File: src/rtl/dp_dap_gen.sv
// JTAG debug access port: 1149.1 TAP, IR, BYPASS, optional IDCODE and N_DR user DRs.
// Define DP_DAP_IDCODE_EN to include IDCODE (opcode 1, also the reset opcode).
module dp_dap_gen #(
    parameter int unsigned     IR_W       = 5,
    parameter int unsigned     DR_W       = 32,
    parameter int unsigned     N_DR       = 4,
    parameter logic [31:0]     IDCODE_VAL = 32'h1000_0003,
    parameter logic [IR_W-1:0] USER_BASE  = IR_W'(8)
) (
    input  logic                 tck,
    input  logic                 trst,
    input  logic                 tms,
    input  logic                 tdi,
    output logic                 tdo,
    output logic                 tdo_en,
    output logic [3:0]           state_out,
    output logic [IR_W-1:0]      ir_out,
    input  logic [N_DR*DR_W-1:0] dr_cap,
    output logic [N_DR*DR_W-1:0] dr_upd,
    output logic [N_DR-1:0]      dr_upd_vld
);

    localparam int unsigned SH_W = (DR_W > 32) ? DR_W : 32;
`ifdef DP_DAP_IDCODE_EN
    localparam logic [IR_W-1:0] RST_OP = IR_W'(1);
`else
    localparam logic [IR_W-1:0] RST_OP = '1;
`endif

    if (IR_W < 2 || DR_W < 1 || N_DR < 1 || N_DR > 16 || IDCODE_VAL[0] != 1'b1) begin : g_param_check
        $error("dp_dap_gen: illegal parameter combination");
    end

    typedef enum logic [3:0] {
        TLR    = 4'hF, RTI    = 4'hC,
        SEL_DR = 4'h7, CAP_DR = 4'h6, SH_DR  = 4'h2, EX1_DR = 4'h1,
        PA_DR  = 4'h3, EX2_DR = 4'h0, UPD_DR = 4'h5,
        SEL_IR = 4'h4, CAP_IR = 4'hE, SH_IR  = 4'hA, EX1_IR = 4'h9,
        PA_IR  = 4'hB, EX2_IR = 4'h8, UPD_IR = 4'hD
    } tap_state_e;

    typedef enum logic [1:0] {SEL_BYPASS, SEL_IDCODE, SEL_USER} dr_sel_e;

    tap_state_e            state_q, state_d;
    logic [IR_W-1:0]       ir_q, ir_d;
    logic [IR_W-1:0]       ir_sh_q, ir_sh_d;
    logic [SH_W-1:0]       dr_sh_q, dr_sh_d;
    logic [N_DR*DR_W-1:0]  dr_upd_q, dr_upd_d;
    logic [N_DR-1:0]       dr_upd_vld_q, dr_upd_vld_d;
    dr_sel_e               sel;
    int unsigned           sel_idx;
    int unsigned           sh_len;

    always_ff @(posedge tck) begin
        if (trst) begin
            state_q      <= TLR;
            ir_q         <= RST_OP;
            ir_sh_q      <= '0;
            dr_sh_q      <= '0;
            dr_upd_q     <= '0;
            dr_upd_vld_q <= '0;
        end else begin
            state_q      <= state_d;
            ir_q         <= ir_d;
            ir_sh_q      <= ir_sh_d;
            dr_sh_q      <= dr_sh_d;
            dr_upd_q     <= dr_upd_d;
            dr_upd_vld_q <= dr_upd_vld_d;
        end
    end

    always_comb begin
        state_d = state_q;
        case (state_q)
            TLR:     state_d = tms ? TLR    : RTI;
            RTI:     state_d = tms ? SEL_DR : RTI;
            SEL_DR:  state_d = tms ? SEL_IR : CAP_DR;
            CAP_DR:  state_d = tms ? EX1_DR : SH_DR;
            SH_DR:   state_d = tms ? EX1_DR : SH_DR;
            EX1_DR:  state_d = tms ? UPD_DR : PA_DR;
            PA_DR:   state_d = tms ? EX2_DR : PA_DR;
            EX2_DR:  state_d = tms ? UPD_DR : SH_DR;
            UPD_DR:  state_d = tms ? SEL_DR : RTI;
            SEL_IR:  state_d = tms ? TLR    : CAP_IR;
            CAP_IR:  state_d = tms ? EX1_IR : SH_IR;
            SH_IR:   state_d = tms ? EX1_IR : SH_IR;
            EX1_IR:  state_d = tms ? UPD_IR : PA_IR;
            PA_IR:   state_d = tms ? EX2_IR : PA_IR;
            EX2_IR:  state_d = tms ? UPD_IR : SH_IR;
            UPD_IR:  state_d = tms ? SEL_DR : RTI;
            default: state_d = TLR;
        endcase
    end

    always_comb begin
        sel     = SEL_BYPASS;
        sel_idx = 0;
        sh_len  = 1;
        if (ir_q != '1) begin
`ifdef DP_DAP_IDCODE_EN
            if (ir_q == IR_W'(1)) begin
                sel    = SEL_IDCODE;
                sh_len = 32;
            end
`endif
            for (int unsigned k = 0; k < N_DR; k++) begin
                if (ir_q == USER_BASE + IR_W'(k)) begin
                    sel     = SEL_USER;
                    sel_idx = k;
                    sh_len  = DR_W;
                end
            end
        end
    end

    always_comb begin
        ir_d         = ir_q;
        ir_sh_d      = ir_sh_q;
        dr_sh_d      = dr_sh_q;
        dr_upd_d     = dr_upd_q;
        dr_upd_vld_d = '0;
        case (state_q)
            CAP_IR: ir_sh_d = IR_W'(2'b01);
            SH_IR:  ir_sh_d = {tdi, ir_sh_q[IR_W-1:1]};
            UPD_IR: ir_d    = ir_sh_q;
            CAP_DR: begin
                dr_sh_d = '0;
`ifdef DP_DAP_IDCODE_EN
                if (sel == SEL_IDCODE) dr_sh_d = SH_W'(IDCODE_VAL);
`endif
                for (int unsigned k = 0; k < N_DR; k++) begin
                    if (sel == SEL_USER && sel_idx == k) dr_sh_d = SH_W'(dr_cap[k*DR_W +: DR_W]);
                end
            end
            SH_DR: begin
                // tdi lands at the top of the selected length; bits above it are don't-care
                dr_sh_d = dr_sh_q >> 1;
                for (int unsigned i = 0; i < SH_W; i++) begin
                    if (i == sh_len - 1) dr_sh_d[i] = tdi;
                end
            end
            UPD_DR: begin
                for (int unsigned k = 0; k < N_DR; k++) begin
                    if (sel == SEL_USER && sel_idx == k) begin
                        dr_upd_d[k*DR_W +: DR_W] = dr_sh_q[DR_W-1:0];
                        dr_upd_vld_d[k]          = 1'b1;
                    end
                end
            end
            default: ;
        endcase
        if (state_d == TLR) ir_d = RST_OP;
    end

    always_comb begin
        tdo    = 1'b0;
        tdo_en = 1'b0;
        case (state_q)
            SH_DR: begin
                tdo    = dr_sh_q[0];
                tdo_en = 1'b1;
            end
            SH_IR: begin
                tdo    = ir_sh_q[0];
                tdo_en = 1'b1;
            end
            default: ;
        endcase
    end

    assign state_out  = state_q;
    assign ir_out     = ir_q;
    assign dr_upd     = dr_upd_q;
    assign dr_upd_vld = dr_upd_vld_q;

endmodule
File: config.mk
export PLATFORM = sky130hd
export DESIGN_NAME = dp_dap_gen
export DESIGN_NICKNAME = d
export VERILOG_FILES = /design/src/rtl/dp_dap_gen.sv
export SDC_FILE = /design/constraint.sdc
export NUM_CORES = 1
export LEC_CHECK = 0
export BUFFER_PORTS_ARGS = -buffer_cell sky130_fd_sc_hd__buf_4
export CAP_MARGIN = 40
export CORE_UTILIZATION = 50
export CTS_BUF_LIST = sky130_fd_sc_hd__clkbuf_8 sky130_fd_sc_hd__clkbuf_16
export CTS_CLUSTER_DIAMETER = 200
export DETAILED_ROUTE_END_ITERATION = 10
export GPL_TIMING_DRIVEN = 0
export PLACE_DENSITY_LB_ADDON = 0.25
export SLEW_MARGIN = 20
export SYNTH_ARGS = -nofsm -noshare
export SYNTH_HDL_FRONTEND = slang
export SYNTH_SLANG_ARGS = --single-unit
File: constraint.sdc
create_clock -name tck -period 2.13 [get_ports tck]
set_clock_uncertainty 0.1 [all_clocks]
set_input_delay 0.1065 -clock tck [delete_from_list [all_inputs] [get_ports tck]]
set_output_delay 0.1065 -clock tck [all_outputs]
set_load 0.02 [all_outputs]
==> insert_results.sql <==
INSERT INTO impl_metrics (metric_group, metric, value, unit) VALUES
('timing', 'setup_viol', '0', ''),
('global_routing', 'highest_utilization_routing_layer_at_the_global_route_stage', 'met2', ''),
('detailed_routing', 'routed_wl', '25900', 'um'),
('die', 'floorplan.die.height', '124', 'um'),
('detailed_routing', 'drc_errors', '0', ''),
('yosys', 'synthesis.yosys.warnings', '0', ''),
('critical_path', 'r2r_start', 'state_out[3]$_SDFF_PP1_', ''),
('final_layout', 'final_cell_area', '10600', 'sq um'),
('die', 'die_area', '15500', 'sq um'),
('global_routing', 'wire_length_of_the_first_global_routing_pass', '39500', 'um'),
('run', 'cap_viol_max_count', '0', ''),
('pwr', 'power_density', '695', 'nW/um^2'),
('clock_tree', 'clk_transition_reported_paths', '0.07', 'ns'),
('detailed_routing', 'vias_per_cell', '5.57', ''),
('place', 'preCtsSetupSlack', '-0.0913', 'ns'),
('place', 'dp_hpwl', '18800', 'um'),
('yosys', 'postSynthRegisterBits', '178', ''),
('final_layout', 'final_layout_size_suffix_gt1_share', '29.5', '%'),
('timing', 'fin_tns_setup', '0', 'ns'),
('critical_path', 'reg2reg_to', 'dr_upd[92]$_SDFFE_PP0P_', ''),
('detailed_routing', 'length_of_the_first_detailed_routing_pass_in_iterations', '5', ''),
('die', 'start_util', '51.4', '%'),
('hold_path', 'hold_path_depth', '4', ''),
('critical_path', 'cp.arrival', '2.25', 'ns'),
('critical_path', 'cpMaxStageDelayCell', 'sky130_fd_sc_hd__or4_1', ''),
('die', 'boundaryPins', '275', ''),
('clock_tree', 'clk_path_buf_depth', '2', ''),
('global_routing', 'antenna_found_initial', '0', ''),
('global_routing', 'grt.met3_usage', '7.56', '%'),
('final_layout', 'layout_commonest_cell', 'sky130_fd_sc_hd__buf_4', ''),
('timing', 'hold_violations_final', '0', ''),
('global_routing', 'global_route.overflow_total', '0', ''),
('die', 'die_width', '124', 'um'),
('final_layout', 'nets', '1393', ''),
('detailed_routing', 'routed_wire_length_per_instance', '17.8', 'um'),
('critical_path', 'timing.critical_path.from_type', 'flip-flop', ''),
('place', 'dpl_cell_area', '9780', 'sq um'),
('hold_path', 'hold_path_class', 'primary input to flip-flop', ''),
('run_status', 'run_status', 'finished clean', ''),
('critical_path', 'end_kind', 'flip-flop', ''),
('timing', 'finalCriticalPeriod', '2.06', 'ns'),
('final_layout', 'antenna_cells_inserted', '0', ''),
('critical_path', 'crit_chain', 'nand4bb_4, or4_1, buf_2, nand2_1, a21oi_1', ''),
('yosys', 'synth_edf_count', '0', ''),
('final_layout', 'most_frequent_cells_in_the_layout', 'sky130_fd_sc_hd__buf_4 (283), sky130_fd_sc_hd__nand2_1 (274), sky130_fd_sc_hd__dfxtp_1 (175)', ''),
('critical_path', 'cp_data_required_time', '2.32', 'ns'),
('place', 'gp_congestion', '0.875', ''),
('detailed_routing', 'num_vias', '8122', ''),
('timing', 'max_clock_freq', '0.486', 'GHz'),
('pwr', 'power_leakage', '4.45', 'nW'),
('global_routing', 'grt_util_met1', '40.5', '%'),
('clock_tree', 'clock_tree.root_cell', 'sky130_fd_sc_hd__clkbuf_16', ''),
('critical_path', 'worst-r2r-setup-slack', '0.07', 'ns'),
('final_layout', 'layout.cells.non_filler', '1458', ''),
('yosys', 'synth_seq_area_share', '47.5', '%'),
('clock_tree', 'clock_sinks', '178', ''),
('global_routing', 'maximum_number_of_pins_on_one_net_before_global_route_repair', '17', ''),
('timing', 'worst_hold_slack', '0.0150', 'ns'),
('timing', 'unrepaired_setup_endpoints_after_global_routing', 'yes', ''),
('die', 'floorplan.core_area', '14600', 'sq um'),
('clock_tree', 'clock_tree_from_tritoncts', 'done', ''),
('global_routing', 'grt_use_met2', '53.6', '%'),
('detailed_routing', 'postRouteAntennaNets', '0', ''),
('place', 'placed_cells', '1408', ''),
('clock_tree', 'cts_buffers', '17', ''),
('final_layout', 'syn2layout_area_growth', '41.8', '%'),
('final_layout', 'nFillCells', '1178', ''),
('hold_path', 'worst_hold_startpoint', 'tdi', ''),
('critical_path', 'critical_path_peak_fanout', '10', ''),
('hold_path', 'worstHoldEndpoint', 'ir_sh_q[4]$_SDFFE_PP0N_', ''),
('timing', 'tightestPinTransition', '0.746', 'ns');
[worst max-delay path: cells and delay by family (launching register included)]
family                 cells  cell delay [ns]
buffers and inverters      1             0.27
AND/OR/NAND/NOR            3             1.11
AO/OA/AOI/OAI              1             0.06
flip-flops                 1             0.38
[synth_stat cells (2+ instances only)]
cell type	count	area share [%]
sky130_fd_sc_hd__a21oi_1	163	11
sky130_fd_sc_hd__nand3_1	7	0.47
sky130_fd_sc_hd__nor2_1	43	2.2
sky130_fd_sc_hd__clkbuf_1	48	2.4
sky130_fd_sc_hd__o211ai_1	22	2.2
sky130_fd_sc_hd__nand2b_1	2	0.17
sky130_fd_sc_hd__nand2_1	274	14
sky130_fd_sc_hd__o211ai_2	9	1.5
sky130_fd_sc_hd__mux2i_1	37	4.9
sky130_fd_sc_hd__nor2b_1	4	0.33
sky130_fd_sc_hd__or4_1	2	0.20
sky130_fd_sc_hd__nor3_2	2	0.27
sky130_fd_sc_hd__nor4_4	2	0.57
sky130_fd_sc_hd__inv_1	4	0.20
sky130_fd_sc_hd__dfxtp_1	178	48
sky130_fd_sc_hd__or3_1	3	0.25
sky130_fd_sc_hd__buf_2	32	2.1
sky130_fd_sc_hd__o21ai_0	64	4.3
sky130_fd_sc_hd__a211oi_1	31	3.1
sky130_fd_sc_hd__nor3_1	3	0.20
sky130_fd_sc_hd__buf_4	3	0.30
[cells by family (layout without fill, tap and decap cells)]
| group | after synthesis | count (layout) | synth area share, % |
|---|---|---|---|
| AO/OA/AOI/OAI | 300 | 300 | 23.2 |
| AND/OR/NAND/NOR | 348 | 348 | 19.2 |
| buffers and inverters | 88 | 411 | 5.19 |
| multiplexers | 37 | 37 | 4.94 |
| flip-flops | 178 | 178 | 47.5 |
[power breakdown]
part | internal, W | switching, W | total (W) | leakage [nW]
registers | 0.00337 | 0.0000630 | 0.00343 | 1.43
clock network | 0.00169 | 0.00138 | 0.00307 | 0.276
logic | 0.000400 | 0.000488 | 0.000888 | 2.74
total | 0.00546 | 0.00193 | 0.00739 | 4.45
[final cells by class]
cell class | instances | area (sq um) | area share (%)
Multi-Input combinational cell | 685 | 3570 | 33.5
Timing Repair Buffer | 295 | 2270 | 21.3
Tap cell | 184 | 230 | 2.16
Clock inverter | 13 | 124 | 1.16
Sequential cell | 178 | 3570 | 33.5
Inverter | 4 | 15.0 | 0.141
Clock buffer | 19 | 453 | 4.26
Buffer | 80 | 413 | 3.88
[registers in the layout (all words and copies together), names as in the netlist]
register,flops
dr_upd,128
dr_sh_q,32
ir_out,5
ir_sh_q,5
dr_upd_vld,4
state_out,4
[how the worst max path moves through the flow]
stage / to / start
finish: dr_upd[92]$_SDFFE_PP0P_ / state_out[3]$_SDFF_PP1_
global route: dr_upd[93]$_SDFFE_PP0P_ / state_out[3]$_SDFF_PP1_
CTS: dr_upd[117]$_SDFFE_PP0P_ / ir_out[3]$_SDFFE_PP1N_
detailed placement: dr_sh_q[18]$_SDFFE_PP0N_ / ir_out[0]$_SDFFE_PP1N_
global placement: dr_sh_q[18]$_SDFFE_PP0N_ / ir_out[0]$_SDFFE_PP1N_
floorplan: dr_upd[100]$_SDFFE_PP0P_ / ir_out[3]$_SDFFE_PP1N_
[per-layer routing]
| layer | wire length, um | vias up |
|---|---|---|
| li1 | - | 3881 |
| met1 | 10300 | 3771 |
| met2 | 12500 | 410 |
| met4 | 993 | 0 |
| met5 | 0 | - |
| met3 | 2150 | 60 |
[timing repair]
action	in CTS	in global routing
hold buffers	21	0
resized for setup	10	39
pin swaps	0	3
setup endpoints to repair	66	148
buffers inserted	0	1
endpoints found under the hold margin	28	0
[stage by stage]
stage          power (W)  util (%)
5_1_grt          0.00760      72.9
4_1_cts          0.00736      72.6
3_3_place_gp     0.00432      67.0
2_1_floorplan    0.00394         -
3_5_place_dp     0.00433      67.0
6_report         0.00739      72.9
(Power assumes the default switching activity.)
